--- config.mk ---
export PLATFORM = sky130hd
export DESIGN_NAME = fifo_wr_arbiter_flat
export DESIGN_NICKNAME = d
export VERILOG_FILES = /design/src/rtl/fifo_wr_arbiter_pkg.sv /design/src/rtl/fifo_wr_arbiter_if.sv /design/src/rtl/fifo_wr_arbiter_rr_picker.sv /design/src/rtl/fifo_wr_arbiter.sv /design/src/flat_wrapper.sv
export SDC_FILE = /design/constraint.sdc
export NUM_CORES = 1
export LEC_CHECK = 0
export CAP_MARGIN = 20
export CORE_AREA = 2 2 59 56
export CTS_CLUSTER_SIZE = 20
export DETAILED_ROUTE_END_ITERATION = 8
export DIE_AREA = 0 0 61 58
export PLACE_DENSITY = 0.78
export SLEW_MARGIN = 5
export SYNTH_ARGS = -nofsm -noshare
export SYNTH_HDL_FRONTEND = slang
export SYNTH_SLANG_ARGS = --single-unit
--- constraint.sdc ---
create_clock -name clk -period 2.6 [get_ports clk]
set_clock_uncertainty 0.2 [all_clocks]
set_input_delay 0.65 -clock clk [delete_from_list [all_inputs] [get_ports clk]]
set_output_delay 0.65 -clock clk [all_outputs]
set_load 0.05 [all_outputs]
--- src/rtl/fifo_wr_arbiter_pkg.sv ---
// Shared types, constants and the round-robin search helper for the
// FIFO write-port arbiter.
package fifo_arb_pkg;

    // Width of the per-grant beat counter; MAX_BURST is capped at 255 so it never wraps.
    localparam int BEAT_CNT_W = 8;
    // Largest supported requester count; the search helper works at this width.
    localparam int MAX_NREQ   = 16;

    typedef enum logic {
        ARB   = 1'b0,
        BURST = 1'b1
    } arb_state_e;

    // Result of a round-robin search.
    typedef struct packed {
        logic       found;
        logic [3:0] idx;
    } rr_res_t;

    // Wrap-around search starting one past ptr; the first set valid bit wins.
    // ptr must already be below nreq, so one conditional subtract keeps the
    // candidate index in range and a non-power-of-2 nreq never over-indexes.
    function automatic rr_res_t rr_next(input logic [MAX_NREQ-1:0] valid,
                                        input logic [3:0]          ptr,
                                        input int unsigned         nreq);
        rr_res_t    r;
        logic [4:0] cand;
        r = '{found: 1'b0, idx: 4'd0};
        for (int k = 1; k <= MAX_NREQ; k++) begin
            if (k <= int'(nreq)) begin
                cand = 5'(ptr) + 5'(k);
                if (cand >= 5'(nreq)) cand = cand - 5'(nreq);
                if (!r.found && valid[cand[3:0]]) begin
                    r.found = 1'b1;
                    r.idx   = cand[3:0];
                end
            end
        end
        return r;
    endfunction

endpackage

--- src/rtl/fifo_wr_arbiter_if.sv ---
// Producer streams plus FIFO write side seen by the arbiter.
interface fifo_wr_arbiter_if #(
    parameter int NREQ  = 4,
    parameter int IDW   = 2,
    parameter int WIDTH = 8
);
    logic [NREQ-1:0]       req_valid;
    logic [NREQ*WIDTH-1:0] req_data;
    logic [NREQ-1:0]       req_ready;
    logic                  fifo_full;
    logic                  fifo_write;
    logic [IDW+WIDTH-1:0]  fifo_wdata;
    logic                  busy;
    logic [IDW-1:0]        owner;

    // Arbiter side: consumes producer streams, drives the FIFO write port.
    modport master (
        input  req_valid, req_data, fifo_full,
        output req_ready, fifo_write, fifo_wdata, busy, owner
    );

    // Environment side: producers and the FIFO.
    modport slave (
        output req_valid, req_data, fifo_full,
        input  req_ready, fifo_write, fifo_wdata, busy, owner
    );
endinterface

--- src/rtl/fifo_wr_arbiter_rr_picker.sv ---
// Combinational round-robin search over NREQ valid bits from a start pointer.
module rr_picker
    import fifo_arb_pkg::*;
#(
    parameter int NREQ = 4,
    parameter int IDW  = 2
) (
    input  logic [NREQ-1:0] i_valid,
    input  logic [IDW-1:0]  i_ptr,
    output logic            o_found,
    output logic [IDW-1:0]  o_idx
);
    rr_res_t w_res;

    // Widen to the helper's fixed width and narrow the winner back to IDW bits.
    always_comb begin
        w_res   = rr_next(MAX_NREQ'(i_valid), 4'(i_ptr), NREQ);
        o_found = w_res.found;
        o_idx   = IDW'(w_res.idx);
    end
endmodule

--- src/rtl/fifo_wr_arbiter.sv ---
// Round-robin arbiter sharing one FIFO write port between NREQ producers.
// One ARB cycle picks an owner, then BURST forwards up to MAX_BURST beats
// tagged with the owner id. A full FIFO stalls the burst but never rotates it.
module fifo_wr_arbiter
    import fifo_arb_pkg::*;
#(
    parameter int NREQ      = 4,
    parameter int IDW       = 2,
    parameter int WIDTH     = 8,
    parameter int MAX_BURST = 4
) (
    input  logic               clk,
    input  logic               reset,
    fifo_wr_arbiter_if.master  bus
);
    localparam logic [BEAT_CNT_W-1:0] LAST_BEAT = BEAT_CNT_W'(MAX_BURST - 1);
    localparam logic [IDW-1:0]        PTR_RST   = IDW'(NREQ - 1);

    arb_state_e              r_state;
    logic [IDW-1:0]          r_rr_ptr;
    logic [IDW-1:0]          r_owner;
    logic [BEAT_CNT_W-1:0]   r_beat_cnt;

    arb_state_e              w_state_nxt;
    logic [IDW-1:0]          w_rr_ptr_nxt;
    logic [IDW-1:0]          w_owner_nxt;
    logic [BEAT_CNT_W-1:0]   w_beat_cnt_nxt;

    logic                    w_found;
    logic [IDW-1:0]          w_win;
    logic [NREQ-1:0][WIDTH-1:0] w_req_data;
    logic                    w_own_valid;
    logic                    w_beat;

    assign w_req_data  = bus.req_data;
    assign w_own_valid = bus.req_valid[r_owner];
    // A beat moves only while the owner has data and the FIFO has room.
    assign w_beat      = w_own_valid & ~bus.fifo_full;

    rr_picker #(.NREQ(NREQ), .IDW(IDW)) u_picker (
        .i_valid (bus.req_valid),
        .i_ptr   (r_rr_ptr),
        .o_found (w_found),
        .o_idx   (w_win)
    );

    // State register and arbitration bookkeeping, synchronous reset.
    always_ff @(posedge clk) begin
        if (reset) begin
            r_state    <= ARB;
            r_rr_ptr   <= PTR_RST;
            r_owner    <= '0;
            r_beat_cnt <= '0;
        end else begin
            r_state    <= w_state_nxt;
            r_rr_ptr   <= w_rr_ptr_nxt;
            r_owner    <= w_owner_nxt;
            r_beat_cnt <= w_beat_cnt_nxt;
        end
    end

    // Next state: grant in ARB, count beats and release the grant in BURST.
    always_comb begin
        w_state_nxt    = r_state;
        w_rr_ptr_nxt   = r_rr_ptr;
        w_owner_nxt    = r_owner;
        w_beat_cnt_nxt = r_beat_cnt;
        case (r_state)
            ARB: begin
                if (w_found) begin
                    w_owner_nxt    = w_win;
                    w_beat_cnt_nxt = '0;
                    w_state_nxt    = BURST;
                end
            end
            BURST: begin
                if (!w_own_valid) begin
                    // Owner went idle: drop the grant so it loses priority.
                    w_rr_ptr_nxt = r_owner;
                    w_state_nxt  = ARB;
                end else if (w_beat) begin
                    w_beat_cnt_nxt = r_beat_cnt + 1'b1;
                    if (r_beat_cnt == LAST_BEAT) begin
                        w_rr_ptr_nxt = r_owner;
                        w_state_nxt  = ARB;
                    end
                end
            end
            default: w_state_nxt = ARB;
        endcase
    end

    // Outputs: decoded from the registered owner; fifo_full only gates, never feeds valid.
    always_comb begin
        bus.req_ready  = '0;
        bus.fifo_write = 1'b0;
        bus.fifo_wdata = {r_owner, w_req_data[r_owner]};
        bus.busy       = (r_state == BURST);
        bus.owner      = r_owner;
        if (r_state == BURST) begin
            bus.req_ready[r_owner] = ~bus.fifo_full;
            bus.fifo_write         = w_beat;
        end
    end
endmodule

--- src/flat_wrapper.sv ---
// flat-port wrapper written by rule: the top's interface ports become plain ports
module fifo_wr_arbiter_flat import fifo_arb_pkg::*;
#(
    parameter int NREQ      = 4,
    parameter int IDW       = 2,
    parameter int WIDTH     = 8,
    parameter int MAX_BURST = 4
)
  (clk, reset, bus_req_valid, bus_req_data, bus_fifo_full, bus_req_ready, bus_fifo_write, bus_fifo_wdata, bus_busy, bus_owner);
  fifo_wr_arbiter_if #(.NREQ(NREQ), .IDW(IDW), .WIDTH(WIDTH)) bus_i ();
  input  logic clk;
  input  logic reset;
  input wire logic [$bits(bus_i.req_valid)-1:0] bus_req_valid;
  input wire logic [$bits(bus_i.req_data)-1:0] bus_req_data;
  input wire logic [$bits(bus_i.fifo_full)-1:0] bus_fifo_full;
  output wire logic [$bits(bus_i.req_ready)-1:0] bus_req_ready;
  output wire logic [$bits(bus_i.fifo_write)-1:0] bus_fifo_write;
  output wire logic [$bits(bus_i.fifo_wdata)-1:0] bus_fifo_wdata;
  output wire logic [$bits(bus_i.busy)-1:0] bus_busy;
  output wire logic [$bits(bus_i.owner)-1:0] bus_owner;
  assign bus_i.req_valid = bus_req_valid;
  assign bus_i.req_data = bus_req_data;
  assign bus_i.fifo_full = bus_fifo_full;
  assign bus_req_ready = bus_i.req_ready;
  assign bus_fifo_write = bus_i.fifo_write;
  assign bus_fifo_wdata = bus_i.fifo_wdata;
  assign bus_busy = bus_i.busy;
  assign bus_owner = bus_i.owner;
  fifo_wr_arbiter #(.NREQ(NREQ), .IDW(IDW), .WIDTH(WIDTH), .MAX_BURST(MAX_BURST)) u_core (.clk(clk), .reset(reset), .bus(bus_i));
endmodule
### Yosys cells after proc, flatten, opt, wreduce, memory -nomap -nowiden

Index checks and enable logic that the tools add are counted.

* add/sub/neg operators: 9
* $lt $le $gt $ge: 10
* equality and inequality tests: 6
* multiplexer cells: 36
* bitwise operators: 4
* reduce and logical (&&, ||, !) cells: 10

Operator list (count)
* two-way mux 8 bit: 4
* < comparator 4 x 5 -> 1 bit (second input constant): 4
* two-way mux 4 bit: 5
* two-way mux 5 bit: 4
* binary-select mux 1 bit (select 4 bit): 4
* binary-select mux 8 bit (select 2 bit): 1
* one-hot mux 8 bit (2 select lines): 1
* subtractor 3 x 3 -> 4 bit (second input constant): 3
* two-way mux 1 bit: 11
* != test 2 bit (second input constant): 5
* adder 8 x 1 -> 8 bit (second input constant): 1
* == test 8 x 2 -> 1 bit (second input constant): 1
* adder 2 x 2 -> 3 bit (second input constant): 2
* >= comparator 3 bit (second input constant): 2
* two-way mux 2 bit: 3
* AND reduction 3 bit: 2
* >= comparator 5 x 3 -> 1 bit (second input constant): 1
* adder 2 x 3 -> 4 bit (second input constant): 1
* AND 4 bit: 1
* >= comparator 4 x 3 -> 1 bit (second input constant): 1
* logical AND 1 bit: 4
* subtractor 4 x 3 -> 4 bit (second input constant): 1
* adder 2 x 1 -> 3 bit (second input constant): 1
* logical NOT 1 bit: 3
* 8 further kinds: 9

* register bits after elaboration: 13
* bits of input ports: 39
* logic and storage cells: 79

### Longest topological paths before layout

* depth in word-level cells: 17
* depth in mapped cells: 8
* mapped depth without buffers: 7

### Cells and area by module

A second synthesis with hierarchy kept.

* cells, all modules: 132
* area, all modules: 1251.2 µm²

Modules (own cells, without submodules)
* fifo_wr_arbiter: times used 1, cells each 93, area each 900.9 µm², sequential area each 260.2 µm²
* rr_picker: times used 1, cells each 39, area each 350.3 µm², sequential area each 0.0 µm²

### Worst setup path before layout

OpenSTA, ideal clock, no wires.

* kind: register -> output
* start point: register u_core.r_owner[0] (netlist: u_core.bus.owner[0])
* end point: output bus_req_ready[3]
* arrival: 1.822 ns
* data required time: 1.750 ns
* setup slack: -0.072 ns
* cell stages (with the launch flop): 4
* buffers on the path: 1
* cell sequence: dfxtp_1 buf_2 inv_1 nor2_1

* longest elaborated chain between the ends: 6

RTL lines
* start: declaration: line fifo_wr_arbiter.sv:21 `logic [IDW-1:0] r_owner;`
* start signal: assignment: line fifo_wr_arbiter.sv:57 `r_owner <= w_owner_nxt;`
* < comparator 2 x 3 -> 1 bit (not written as such) / >= comparator 2 x 1 -> 1 bit (equally long branches): line fifo_wr_arbiter.sv:101 `bus.req_ready[r_owner] = ~bus.fifo_full;`
* logical AND 1 bit (not written as such): line fifo_wr_arbiter.sv:101
* two-way mux 1 bit (not written as such): line fifo_wr_arbiter.sv:101
* demux 1 bit (select 2 bit) (*)
* AND 4 bit (no line) (*)
* two-way mux 4 bit (*): line fifo_wr_arbiter.sv:100 `if (r_state == BURST) begin`
* end: declaration: line flat_wrapper.sv:16 `output wire logic [$bits(bus_i.req_ready)-1:0] bus_req_ready;`

Every way passes the cells marked *; elsewhere a longest branch is shown, timed or not.

### Worst setup path in the final report

* start point: input bus_req_data[17]
* end point: output bus_fifo_wdata[1]

* longest elaborated chain between the ends: 2

RTL lines
* start: declaration: line flat_wrapper.sv:14 `input wire logic [$bits(bus_i.req_data)-1:0] bus_req_data;`
* binary-select mux 8 bit (select 2 bit): line fifo_wr_arbiter.sv:97 `bus.fifo_wdata = {r_owner, w_req_data[r_owner]};`
* two-way mux 8 bit (not written as such): line fifo_wr_arbiter.sv:97
* end: declaration: line flat_wrapper.sv:18 `output wire logic [$bits(bus_i.fifo_wdata)-1:0] bus_fifo_wdata;`

Every way passes these cells. The select of a mux whose other input is x is not followed.

==> impl_results.md <==
- Status: complete, no violations
- Final nets: 227
- Via density: 5.35
- CP cell instances: clkdlybuf4s50_1 -> mux4_2 -> buf_4
- Synth Instances: 113
- CP peak stage delay: 0.45 ns
- Post-place setup slack: -0.248 ns
- Synth Area in Simple Gates: 19.8%
- Complex-gate fraction of the synthesized area: 15.8%
- Largest net degree at the start of global routing: 13
- Number of global-route vias before repair: 1174
- Vias: 1192
- Met3 usage: 5.80%
- Combinational family with the most area after synthesis: multiplexers
- Fin. Hold Viols: 0
- Drc violations: 0
- Final period utilization: 98.9%
- Die area: 0.00354 mm²
- RSZ-0062 raised after global routing: yes
- Worst EP arrival: 1.72 ns
- Syn nets: 158
- Sum of negative setup slack: 0 ns
- Clock Path Buffers: 2
- Synth top area share: 23.3%
- Total Power: 0.00159 W
- PnR worst setup slack: 0.0288 ns
- #FFs+latches synth: 13
- Clock Latency Late Sink: 0.28 ns
- Adder-Cell Fraction of Synth Area: 6.72%
- Max H-tree Level: 1
- CTS Buf Count: 3
- Final setup vio count: 0
- Final WL: 3240 µm
- GR met1 Demand/Resource: 18.0%
- Critical-path top delay cell: mux4_2
- Core box area: 0.00292 mm²
- Min Tclk post-route: 2.57 ns
- # fillers: 235
- Area Growth Syn to Fin: 66.7%
- Starting Density: 38.2%
- Largest cells by area after synthesis: dfxtp_1 23%, mux4_2 18%, ha_1 6.7%
- CP Max Fanout: 1
- Synth Cell Area: 0.00112 mm²
- Sequential Area: 260 µm²
- Die Y-Extent: 58 µm
- Sequential fraction of the synthesis area: 23.3%
- Slew headroom: 67.2%
- Share of layout cells above drive strength 1: 33.1%
- Post-synthesis share of cell area spent on xor and xnor gates: 4.70%
- Synth cell types: 41
- Cells after DPL: 217
- I/O pin cnt: 57
- Footprint of the multi-input gates: 801 µm²
- Std-Cell Rows: 19
- Clock-pin slew on the worst setup and hold paths: 0.08 ns
- Wirelength per Cell: 14.5 µm
- Worst setup EP type: primary output
- I/O Buffers: 56
- Power per cell area: 853 mW/mm²
- Worst setup SP type: input port
- Final Instance Count excl. Fillers: 223
- Avg Inst Size Synth: 9.89 µm²
- First-pass GRT wire length: 4910 µm
- TritonCTS clock tree: built
- P_leak: 0.795 nW
- Gr usage total: 18.0%
- Clk sinks: 13
- Mux cell area share after synthesis: 23.3%
- CTS root buf: clkbuf_4
- Die Wd: 61 µm
- Max Fclk: 0.389 GHz
- Ant. Diodes: 0
- Hpwl dp: 2700 µm
- Dominant cell type by area after synthesis: dfxtp_1
- Maximum vdd ir drop: 0.000309 V
- Actual slew at the worst max-slew pin: 0.491 ns
- Pre-antenna DRT Iters: 6
- Max-cap viol count: 0
- Initial antenna violation count: 0
- Post-route ant nets: 0
- Slew Limit Fails: 0
- WS Path Type: input port to primary output
- Worst hold path class: register to register
- DR iter-0 viols: 35
- Gr busiest metal: met2
- Hold WS: 0.308 ns
- Synth warn: 0
- Worst EP required: 1.75 ns
- Total grt overflow: 0
- Placer Congestion: 0.912
- Met2 global-route usage: 33.3%
- Hold-fix buffers at CTS: 0
stage by stage:
step                      area, µm²  util, %
after floorplan                1120        -
after global placement         1800     61.7
after detailed placement       1800     61.7
after CTS                      1850     63.2
after global routing           1860     63.7
final                          1860     63.7
cells in the final DEF (no fill, tap or decap), types with 2 or more instances in the layout:
| cell type | count |
|---|---|
| mux2i_1 | 2 |
| nor2_1 | 7 |
| clkbuf_4 | 3 |
| buf_6 | 3 |
| o21ai_0 | 3 |
| ha_1 | 6 |
| mux2_2 | 2 |
| dlygate4sd2_1 | 4 |
| xor2_1 | 5 |
| mux4_2 | 9 |
| nand4_1 | 2 |
| nor2_2 | 2 |
| buf_12 | 6 |
| a21oi_1 | 2 |
| buf_4 | 21 |
| nand3_1 | 6 |
| and3_1 | 5 |
| a21o_1 | 2 |
| inv_1 | 7 |
| o211ai_1 | 2 |
| dfxtp_1 | 13 |
| nand2_1 | 11 |
| clkdlybuf4s50_1 | 35 |
synthesized netlist by cell type:
master and instances:
o22ai_1 1, or4_4 1, a21o_1 2, o311a_2 1
nand2_1 12, mux4_2 9, inv_1 7, nor2b_1 1
o211ai_1 2, nor2_1 9, buf_6 1, dfxtp_1 13
mux2_2 2, buf_2 1, nand4_1 2, a2bb2oi_2 1
clkbuf_8 1, or2b_1 1, mux2i_1 2, o32ai_1 1
a21bo_2 1, or4b_2 1, a31oi_1 1, o21ai_0 3
xnor2_1 1, o2bb2ai_2 1, a22oi_1 1, a21oi_1 2
nand3b_4 1, ha_1 6, xor2_1 5, nand3_1 6
o211ai_2 1, buf_4 2, a211o_2 1, a211o_1 1
a22o_2 1, or2_2 1, and3_1 5, or4_1 1
mux2_4 1
per-layer routing:
layer	vias to the layer above	routed length, µm
li1	557	-
met1	552	1100
met2	75	1650
met3	8	417
met4	0	71
met5	-	0
power breakdown:
part | switching (W) | total [W] | internal (W) | leakage [nW]
clock | 0.0000648 | 0.000124 | 0.0000595 | 0.0150
combinational | 0.000674 | 0.00121 | 0.000534 | 0.674
sequential | 0.0000302 | 0.000256 | 0.000226 | 0.106
cells by family after synthesis:
group / count (synthesis)
AND/OR/NAND/NOR: 41
adder cells (fa/ha/maj): 6
multiplexers: 14
XOR/XNOR: 6
AO/OA/AOI/OAI: 21
buffers and inverters: 12
flip-flops: 13
what timing repair did:
| item | 4_1_cts | 5_1_grt |
|---|---|---|
| setup buffers | 2 | 0 |
| gates resized for setup | 7 | 4 |
| pin swaps | 1 | 0 |
| cloned | 0 | 0 |
| setup endpoints to repair | 2 | 10 |
worst paths after layout:
| path | from | to | slack (ns) | cells past startpoint |
|---|---|---|---|---|
| setup / recovery | bus_req_data[17] | bus_fifo_wdata[1] | 0.03 | 3 |
| hold / removal | u_core.r_beat_cnt[1] | u_core.r_beat_cnt[1] | 0.31 | 2 |
| hold reg to reg | u_core.r_beat_cnt[1] | u_core.r_beat_cnt[1] | 0.31 | 2 |
| setup reg to reg | u_core.r_rr_ptr[1] | u_core.bus.owner[1] | 0.43 | 7 |
flip-flops by register name, summed over array words and instances, names as in the netlist:
| register | cells |
|---|---|
| u_core.r_rr_ptr | 2 |
| u_core.bus.busy | 1 |
| u_core.r_beat_cnt | 8 |
| u_core.bus.owner | 2 |
layout make-up:
type,count,share of cell area (%)
multi-input cells,88,43.0
clock buffers,4,1.41
flip-flops and latches,13,14.0
inverters,7,1.41
well taps,42,2.82
repair buffers,69,37.4
critical path: cells and delay by family:
kind     cells  cell delay (ns)
buf+inv      2             0.61
mux          1             0.45
Power figures use the tool's default switching activity.
